File: src/rtl/tluh_sram_adapter.sv
// TL-UH device endpoint: turns single-beat Get/Put/atomic/Intent requests on channel A into
// accesses on a req/gnt/rvalid SRAM port and returns the channel D response, one at a time.

package tluh_pkg;
    localparam int TL_AW  = 32;
    localparam int TL_DW  = 32;
    localparam int TL_DBW = TL_DW / 8;
    localparam int TL_SZW = 2;
    localparam int TL_AIW = 8;

    localparam logic [2:0] PUT_FULL_DATA    = 3'd0;
    localparam logic [2:0] PUT_PARTIAL_DATA = 3'd1;
    localparam logic [2:0] ARITHMETIC_DATA  = 3'd2;
    localparam logic [2:0] LOGICAL_DATA     = 3'd3;
    localparam logic [2:0] GET              = 3'd4;
    localparam logic [2:0] INTENT           = 3'd5;

    localparam logic [2:0] ACCESS_ACK       = 3'd0;
    localparam logic [2:0] ACCESS_ACK_DATA  = 3'd1;

    typedef struct packed {
        logic              a_valid;
        logic [2:0]        a_opcode;
        logic [2:0]        a_param;
        logic [TL_SZW-1:0] a_size;
        logic [TL_AIW-1:0] a_source;
        logic [TL_AW-1:0]  a_address;
        logic [TL_DBW-1:0] a_mask;
        logic [TL_DW-1:0]  a_data;
        logic              d_ready;
    } tluh_h2d_t;

    typedef struct packed {
        logic              d_valid;
        logic [2:0]        d_opcode;
        logic [2:0]        d_param;
        logic [TL_SZW-1:0] d_size;
        logic [TL_AIW-1:0] d_source;
        logic              d_sink;
        logic [TL_DW-1:0]  d_data;
        logic              d_error;
        logic              a_ready;
    } tluh_d2h_t;
endpackage

module tluh_sram_adapter
    import tluh_pkg::*;
#(
    parameter int SRAM_AW   = 10,
    parameter bit ERR_ON_SZ = 1'b1
) (
    input  logic                clk_i,
    input  logic                rst_ni,
    input  tluh_h2d_t           tl_d_c_a,
    output tluh_d2h_t           tl_d_c_d,
    output logic                req_o,
    input  logic                gnt_i,
    output logic                we_o,
    output logic [SRAM_AW-1:0]  addr_o,
    output logic [TL_DW-1:0]    wdata_o,
    output logic [TL_DBW-1:0]   be_o,
    input  logic                rvalid_i,
    input  logic [TL_DW-1:0]    rdata_i,
    input  logic                err_i
);

    localparam int WORD_SIZE = $clog2(TL_DBW);
    localparam logic [TL_SZW-1:0] WORD_SZ = TL_SZW'(WORD_SIZE);

    typedef enum logic [2:0] {
        ST_IDLE   = 3'd0,
        ST_ISSUE  = 3'd1,
        ST_WAIT_R = 3'd2,
        ST_WB     = 3'd3,
        ST_RESP   = 3'd4
    } state_e;

    function automatic logic is_put(input logic [2:0] op);
        return (op == PUT_FULL_DATA) || (op == PUT_PARTIAL_DATA);
    endfunction

    function automatic logic is_atomic(input logic [2:0] op);
        return (op == ARITHMETIC_DATA) || (op == LOGICAL_DATA);
    endfunction

    function automatic logic bad_param(input logic [2:0] op, input logic [2:0] prm);
        logic bad;
        case (op)
            ARITHMETIC_DATA: bad = (prm > 3'd4);
            LOGICAL_DATA:    bad = (prm > 3'd3);
            default:         bad = 1'b0;
        endcase
        return bad;
    endfunction

    // Compare and add see the whole word; byte masking is left to be_o on the write-back.
    function automatic logic [TL_DW-1:0] amo_result(input logic [2:0] op, input logic [2:0] prm,
                                                    input logic [TL_DW-1:0] old,
                                                    input logic [TL_DW-1:0] operand);
        logic [TL_DW-1:0] res;
        res = old;
        case (op)
            ARITHMETIC_DATA: begin
                case (prm)
                    3'd0:    res = ($signed(old) < $signed(operand)) ? old : operand;
                    3'd1:    res = ($signed(old) > $signed(operand)) ? old : operand;
                    3'd2:    res = (old < operand) ? old : operand;
                    3'd3:    res = (old > operand) ? old : operand;
                    3'd4:    res = old + operand;
                    default: res = old;
                endcase
            end
            LOGICAL_DATA: begin
                case (prm)
                    3'd0:    res = old ^ operand;
                    3'd1:    res = old | operand;
                    3'd2:    res = old & operand;
                    3'd3:    res = operand;
                    default: res = old;
                endcase
            end
            default: res = old;
        endcase
        return res;
    endfunction

    state_e              state_q, state_d;
    logic [2:0]          opcode_q, opcode_d;
    logic [2:0]          param_q, param_d;
    logic [TL_AIW-1:0]   source_q, source_d;
    logic [TL_SZW-1:0]   size_q, size_d;
    logic [TL_DBW-1:0]   mask_q, mask_d;
    logic [SRAM_AW-1:0]  waddr_q, waddr_d;
    logic [TL_DW-1:0]    data_q, data_d;
    logic [TL_DW-1:0]    old_q, old_d;
    logic [TL_DW-1:0]    new_q, new_d;
    logic                err_q, err_d;

    logic                a_ready_q, a_ready_d;
    logic                d_valid_q, d_valid_d;
    logic [2:0]          d_opcode_q, d_opcode_d;
    logic [TL_DW-1:0]    d_data_q, d_data_d;
    logic                d_error_q, d_error_d;
    logic                req_q, req_d;
    logic                we_q, we_d;
    logic [TL_DBW-1:0]   be_q, be_d;
    logic [TL_DW-1:0]    wdata_q, wdata_d;

    logic                sz_err_s;
    logic                bad_op_s;
    logic                unused_addr_s;

    assign sz_err_s = ERR_ON_SZ &&
                      ((tl_d_c_a.a_size != WORD_SZ) ||
                       (tl_d_c_a.a_address[WORD_SIZE-1:0] != {WORD_SIZE{1'b0}}));
    assign bad_op_s = (tl_d_c_a.a_opcode > INTENT);
    assign unused_addr_s = ^tl_d_c_a.a_address[TL_AW-1:SRAM_AW+WORD_SIZE];

    // Next-state and transaction-context update.
    always_comb begin
        state_d  = state_q;
        opcode_d = opcode_q;
        param_d  = param_q;
        source_d = source_q;
        size_d   = size_q;
        mask_d   = mask_q;
        waddr_d  = waddr_q;
        data_d   = data_q;
        old_d    = old_q;
        new_d    = new_q;
        err_d    = err_q;
        case (state_q)
            ST_IDLE: begin
                if (tl_d_c_a.a_valid) begin
                    opcode_d = tl_d_c_a.a_opcode;
                    param_d  = tl_d_c_a.a_param;
                    source_d = tl_d_c_a.a_source;
                    size_d   = tl_d_c_a.a_size;
                    mask_d   = tl_d_c_a.a_mask;
                    waddr_d  = tl_d_c_a.a_address[SRAM_AW+WORD_SIZE-1:WORD_SIZE];
                    data_d   = tl_d_c_a.a_data;
                    old_d    = {TL_DW{1'b0}};
                    new_d    = {TL_DW{1'b0}};
                    if ((tl_d_c_a.a_opcode == INTENT) || sz_err_s || bad_op_s) begin
                        state_d = ST_RESP;
                        err_d   = sz_err_s | bad_op_s;
                    end else begin
                        state_d = ST_ISSUE;
                        err_d   = 1'b0;
                    end
                end else begin
                    state_d = ST_IDLE;
                end
            end
            ST_ISSUE: begin
                if (gnt_i) begin
                    if (is_put(opcode_q)) begin
                        state_d = ST_RESP;
                        err_d   = err_q | err_i;
                    end else begin
                        state_d = ST_WAIT_R;
                    end
                end else begin
                    state_d = ST_ISSUE;
                end
            end
            ST_WAIT_R: begin
                if (rvalid_i) begin
                    old_d = rdata_i;
                    if (is_atomic(opcode_q) && !err_i && !bad_param(opcode_q, param_q)) begin
                        state_d = ST_WB;
                        new_d   = amo_result(opcode_q, param_q, rdata_i, data_q);
                    end else begin
                        state_d = ST_RESP;
                        err_d   = err_q | err_i | bad_param(opcode_q, param_q);
                    end
                end else begin
                    state_d = ST_WAIT_R;
                end
            end
            ST_WB: begin
                if (gnt_i) begin
                    state_d = ST_RESP;
                    err_d   = err_q | err_i;
                end else begin
                    state_d = ST_WB;
                end
            end
            ST_RESP: begin
                if (tl_d_c_a.d_ready) begin
                    state_d = ST_IDLE;
                end else begin
                    state_d = ST_RESP;
                end
            end
            default: state_d = ST_IDLE;
        endcase
    end

    // Output values for the coming cycle, decoded from the next state so every port is a flop.
    always_comb begin
        a_ready_d  = (state_d == ST_IDLE);
        d_valid_d  = (state_d == ST_RESP);
        req_d      = (state_d == ST_ISSUE) || (state_d == ST_WB);
        we_d       = 1'b0;
        be_d       = {TL_DBW{1'b0}};
        wdata_d    = {TL_DW{1'b0}};
        d_opcode_d = ACCESS_ACK;
        d_data_d   = {TL_DW{1'b0}};
        d_error_d  = 1'b0;
        case (state_d)
            ST_ISSUE: begin
                if (is_put(opcode_d)) begin
                    we_d    = 1'b1;
                    be_d    = mask_d;
                    wdata_d = data_d;
                end else begin
                    we_d    = 1'b0;
                    be_d    = {TL_DBW{1'b1}};
                    wdata_d = {TL_DW{1'b0}};
                end
            end
            ST_WB: begin
                we_d    = 1'b1;
                be_d    = mask_d;
                wdata_d = new_d;
            end
            ST_RESP: begin
                d_error_d = err_d;
                if ((opcode_d == GET) || is_atomic(opcode_d)) begin
                    d_opcode_d = ACCESS_ACK_DATA;
                    d_data_d   = old_d;
                end else begin
                    d_opcode_d = ACCESS_ACK;
                    d_data_d   = {TL_DW{1'b0}};
                end
            end
            default: begin
                we_d    = 1'b0;
                be_d    = {TL_DBW{1'b0}};
                wdata_d = {TL_DW{1'b0}};
            end
        endcase
    end

    // State, context and output registers; reset aborts any transaction in flight.
    always_ff @(posedge clk_i or negedge rst_ni) begin
        if (!rst_ni) begin
            state_q    <= ST_IDLE;
            opcode_q   <= 3'd0;
            param_q    <= 3'd0;
            source_q   <= {TL_AIW{1'b0}};
            size_q     <= {TL_SZW{1'b0}};
            mask_q     <= {TL_DBW{1'b0}};
            waddr_q    <= {SRAM_AW{1'b0}};
            data_q     <= {TL_DW{1'b0}};
            old_q      <= {TL_DW{1'b0}};
            new_q      <= {TL_DW{1'b0}};
            err_q      <= 1'b0;
            a_ready_q  <= 1'b1;
            d_valid_q  <= 1'b0;
            d_opcode_q <= ACCESS_ACK;
            d_data_q   <= {TL_DW{1'b0}};
            d_error_q  <= 1'b0;
            req_q      <= 1'b0;
            we_q       <= 1'b0;
            be_q       <= {TL_DBW{1'b0}};
            wdata_q    <= {TL_DW{1'b0}};
        end else begin
            state_q    <= state_d;
            opcode_q   <= opcode_d;
            param_q    <= param_d;
            source_q   <= source_d;
            size_q     <= size_d;
            mask_q     <= mask_d;
            waddr_q    <= waddr_d;
            data_q     <= data_d;
            old_q      <= old_d;
            new_q      <= new_d;
            err_q      <= err_d;
            a_ready_q  <= a_ready_d;
            d_valid_q  <= d_valid_d;
            d_opcode_q <= d_opcode_d;
            d_data_q   <= d_data_d;
            d_error_q  <= d_error_d;
            req_q      <= req_d;
            we_q       <= we_d;
            be_q       <= be_d;
            wdata_q    <= wdata_d;
        end
    end

    assign req_o   = req_q;
    assign we_o    = we_q;
    assign addr_o  = waddr_q;
    assign wdata_o = wdata_q;
    assign be_o    = be_q;

    assign tl_d_c_d = '{
        d_valid:  d_valid_q,
        d_opcode: d_opcode_q,
        d_param:  3'd0,
        d_size:   size_q,
        d_source: source_q,
        d_sink:   1'b0,
        d_data:   d_data_q,
        d_error:  d_error_q,
        a_ready:  a_ready_q
    };

endmodule
File: config.mk
export PLATFORM = sky130hd
export DESIGN_NAME = tluh_sram_adapter
export DESIGN_NICKNAME = d
export VERILOG_FILES = /design/src/rtl/tluh_sram_adapter.sv
export SDC_FILE = /design/constraint.sdc
export NUM_CORES = 1
export LEC_CHECK = 0
export CORE_MARGIN = 10
export CORE_UTILIZATION = 55
export DETAILED_ROUTE_END_ITERATION = 7
export PLACE_DENSITY = 0.81
export SETUP_SLACK_MARGIN = 0.1
export SLEW_MARGIN = 20
export SYNTH_ARGS = -nofsm -noshare
export SYNTH_HDL_FRONTEND = slang
export SYNTH_SLANG_ARGS = --single-unit
File: constraint.sdc
create_clock -name clk_i -period 4.18 [get_ports clk_i]
set_input_delay 0.836 -clock clk_i [delete_from_list [all_inputs] [get_ports clk_i]]
set_output_delay 0.836 -clock clk_i [all_outputs]
set_load 0.01 [all_outputs]
Word level (Yosys, flattened, before mapping):

Index checks and enable logic that the tools add are counted.

* flip-flop bits (word level): 206
* latch bits: 0
* RAM bits: 0
* ROM bits: 0
* output and inout bits: 100
* logic and storage cells: 128
* memories: 0

* add/sub/neg operators: 1
* $mul: 0
* div/mod/pow operators: 0
* order comparisons: 7
* equality and inequality tests: 20
* shifts and indexed selects: 0
* muxes and demuxes: 54
* bitwise operators: 6
* reduce and logical (&&, ||, !) cells: 20

Operator list (number)
* $mux 32: 14
* $pmux 32 s2: 4
* $pmux 32 s5: 1
* $pmux 32 s4: 1
* $gt 32x32->1: 2
* $lt 32x32->1: 2
* $add 32x32->32: 1
* $and 32x32->32: 1
* $or 32x32->32: 1
* $xor 32x32->32: 1
* $mux 3: 10
* $eq 3x2->1 const B: 9
* $mux 1: 16
* $eq 3x1->1 const B: 5
* $eq 3x3->1 const B: 5
* $logic_not 3->1: 5
* $pmux 3 s5: 1
* $mux 4: 3
* $logic_or 1x1->1: 9
* $pmux 4 s2: 1
* $gt 3x3->1 const B: 2
* $pmux 1 s2: 2
* $pmux 1 s4: 1
* $gt 3x2->1 const B: 1
* other kinds (6): 10

Logic depth before layout (Yosys ltp):

* depth in word-level cells: 14
* gate-level depth with buffers: 15
* mapped depth without buffers: 13

Worst setup path after synthesis:

No wires, ideal clock.

* path kind: input -> register
* start point: input rdata_i[22]
* end point: register wdata_q[27] (netlist: wdata_o[27])
* library setup time: 0.124 ns
* arrival: 3.892 ns
* data required time: 4.056 ns
* setup slack: 0.164 ns
* cell stages on the path: 15
* cell sequence: inv_1 ha_1 clkbuf_1 nor4_1 nand4_1 inv_1 o41a_2 o21ai_1 and3_1 buf_6 or3_4 buf_6 a221o_1 o2111a_1 a211o_1

* longest elaborated chain between the ends: 8
* elaborated cells between the ends (all ways): 15
* those cells by class: add/sub: 1; order compare: 4; mux: 10

RTL lines
* from (decl): RTL line 63 `input logic [TL_DW-1:0] rdata_i,`
* $gt 32x32->1, or another cell as far along: RTL line 108 `3'd3: res = (old > operand) ? old : operand;`
* $mux 32, on equally long branches
* $pmux 32 s5 *: RTL line 104 `case (prm)`
* $pmux 32 s2 *: RTL line 102 `case (op)`
* $mux 32 *: RTL line 210 `if (is_atomic(opcode_q) && !err_i && !bad_param(opcode_q, param_q)) begin`
* $mux 32 *: RTL line 208 `if (rvalid_i) begin`
* $pmux 32 s2 *: RTL line 172 `case (state_q)`
* $pmux 32 s2 *: RTL line 251 `case (state_d)`
* named net wdata_d[27]: RTL line 147 `logic [TL_DW-1:0] wdata_q, wdata_d;`
* to (signal assigned): RTL line 308 `wdata_q <= {TL_DW{1'b0}};`
* to (signal assigned): RTL line 329 `wdata_q <= wdata_d;`
* to (decl): RTL line 147

Mark *: on every way through the listed nets, which the timed path passes. The rest lies on a longest branch.
A chain may end at the register's enable or synchronous reset.

Worst setup path after layout:

* start point: input rdata_i[0]
* end point: register wdata_q[24] (netlist: wdata_o[24])

Same word-level chain as after synthesis.

==> impl_metrics.ini <==
[cts]
cts_root_buf = clkbuf_16
cts_buffers = 23
clockBufferDepth = 3
numClockSinks = 204
clk_latency_ns = 0.53
hold_buffers = 0
path_clk_slew_ns = 0.06
htree_num_levels = 1
tritoncts = done

[floorplan]
fp.dieH_um = 176
die_x_um = 176
start_util_pct = 55.5
rows = 57
io_pins = 223
core_sq_um = 24100
die-area_sq_um = 31000

[layout]
ff_latch_area_sq_um = 5110
layout-drive-gt1-share_pct = 22.0
finalNetCount = 2116
final_cell_mix = buf_4 (246), nand2_1 (238), dfrtp_1 (203)
area_delta_synth_final_pct = 39.6
multi_input_area_sq_um = 7850
nFillCells = 1623
final_common_cell = buf_4
fin_cells = 2239

[timing]
max_slew_margin_pct = 32.8
worst_slew_pin_slew_ns = 0.997
rsz0062_at_grt = no
finalHoldViolCount = 0
final_max_slew_viol_count = 0
fin_crit_sh_pct = 97.1
period_needed_ns = 4.06
finalSetupTns_ns = 0
holdWs_ns = 0.383
finalClockSkew_ns = 0.0111
setup_violations = 0
timing.fmax_mhz = 246

[critical_path]
crit_fanout = 5
slowest_delay_ns = 0.55
path_cells = clkdlybuf4s50_1, inv_1, buf_4, ha_1, or4_1, or3_1, buf_4, a21oi_1, buf_4, nor3_1, buf_4, o2111ai_1, a21oi_1, o31ai_1
critPathLaunchType = input pin
cp-end-kind = register
arrival_ns = 4.48
crit_path_top_delay_cell = or4_1
critPathKind = in -> reg
crit_top_cell = buf_4
worstPathRequired_ns = 4.60

[logic_synthesis]
yosys.area.top_type = dfrtp_1
synthTopCellsByArea = dfrtp_1 (38%), ha_1 (9.0%), nand2_1 (6.7%)
ys.warnings.count = 0
synthesis.area_sq_um = 13400
synth_cell_type_count = 84
synthFlopType = dfrtp_1
ys_ff_latch = 204
synth_edf_count = 0
syn_inst = 1517
synth-async-reset-ratio_pct = 100
ys_seq_area_share_pct = 38.2
avgSynthCellArea_sq_um = 8.82
synth_top_area_share_pct = 38.0

[placed_design]
globalplace.congestion = 1.03
hpwl_um = 40800
placed_cells = 2190
io_buffers = 196

[detailed_routing]
wl_per_cell_um = 25.2
ant_nets = 0
dr.pass1.iters = 5
routed_wirelength_um = 56500
vias_per_cell = 6.34
vias = 14200
drt-initial-drc-count = 1740
drc = 0

[pwr]
powerDensity_nw_per_um2 = 481
peakVddDrop_uv = 429
p_leak_nw = 8.90

[status]
outcome = completed

[global_route]
grt_remaining_overflow = 0
grt_pass1_vias = 14300
grtUsageTotal_pct = 34.7
antenna_found_initial = 1
grt_max_degree = 87
grt_pass1_wl_um = 83900

[min_path]
hp-class = in -> async

[run]
max-cap-violations = 0
[power by group]
group | internal, W | switching, W
Clock | 0.00126 | 0.000869
Sequential | 0.00215 | 0.000179
Combinational | 0.00193 | 0.00260
Total | 0.00534 | 0.00365
[cells in the mapped netlist, types with 11 or more instances]
master,number
a211oi_1,14
a21o_1,16
a21oi_1,84
a221oi_1,21
a22o_1,20
a22oi_1,12
a31oi_1,12
and3_1,39
buf_4,11
clkbuf_1,75
dfrtp_1,203
ha_1,96
inv_1,119
mux2i_1,22
mux4_2,25
nand2_1,239
nand3_1,24
nor2_1,80
nor3_1,13
nor4_1,11
o211ai_1,13
o21ai_0,155
o31ai_1,12
xnor2_1,14
[registers in the layout (all words and copies together) (netlist names), 8 cells and up]
name / count
wdata_o: 32
old_q: 32
source_q: 8
d_data_q: 32
new_q: 32
data_q: 32
addr_o: 10
[final cells by class]
class	count	area share, %
clock inverters	9	0.596
flip-flops and latches	204	27.3
multi-input cells	1092	42.0
inverters	121	2.43
well taps	324	2.17
diodes	2	0.0268
clock buffers	33	3.66
repair buffers	454	21.8
[cells by family (layout without fill, tap and decap cells)]
| logic type | Yosys count | count (layout) | synth area share (%) |
|---|---|---|---|
| adders and majority gates | 97 | 97 | 9.12 |
| muxes | 49 | 49 | 6.02 |
| DFF | 204 | 204 | 38.2 |
| xor gates and xnor gates | 22 | 22 | 1.44 |
| other | 1 | 8 | 0.0280 |
| buffers and inverters | 226 | 617 | 6.95 |
| AOI/OAI and AO/OA | 454 | 454 | 22.5 |
| and+or+nand+nor | 464 | 464 | 15.8 |
[layer usage]
layer,track usage (%),wire (um),share of wire [%],vias up
met1,43.8,21300,38,6877
met4,14.7,2610,4.6,0
met2,55.4,25500,45,962
met3,9.46,7070,13,207
met5,0,0,0,-
li1,-,-,-,6143
[worst paths after layout]
kind / start / to / slack [ns] / cells past startpoint
min in group clk_i: source_q[5] / source_q[5] / 0.48 / 2
setup / recovery: rdata_i[0] / wdata_o[24] / 0.12 / 14
setup reg to reg: data_q[17] / wdata_o[12] / 0.35 / 15
max in group asynchronous: rst_ni / data_q[4] / 2.99 / 2
hold / removal: rst_ni / d_data_q[26] / 0.38 / 1
hold reg to reg: source_q[5] / source_q[5] / 0.48 / 2
[critical path: cells and delay by family]
kind                       cells  cell delay (ns)
AOI/OAI and AO/OA              4             1.00
adders and majority gates      1             0.33
buffers and inverters          6             1.29
and+or+nand+nor                3             1.01
[what timing repair did]
action / CTS / global route
endpoints found under the setup margin: 28 / 51
gates resized for setup: 22 / 81
setup buffers: 1 / 3
pin swaps: 11 / 23
cloned: 0 / 1
[metrics by stage]
step	area [sq um]	util, %	worst slack [ns]	total power (W)
finish	18700	77.5	0.120	0.00899
detailed placement	17300	71.9	-0.572	0.00646
global route	18700	77.5	0.0734	0.00935
global placement	17300	71.9	-0.534	0.00636
CTS	18300	75.8	0.0816	0.00864
floorplan	13400	-	0.164	0.00458
No activity file was read; power rests on OpenSTA's default activity.
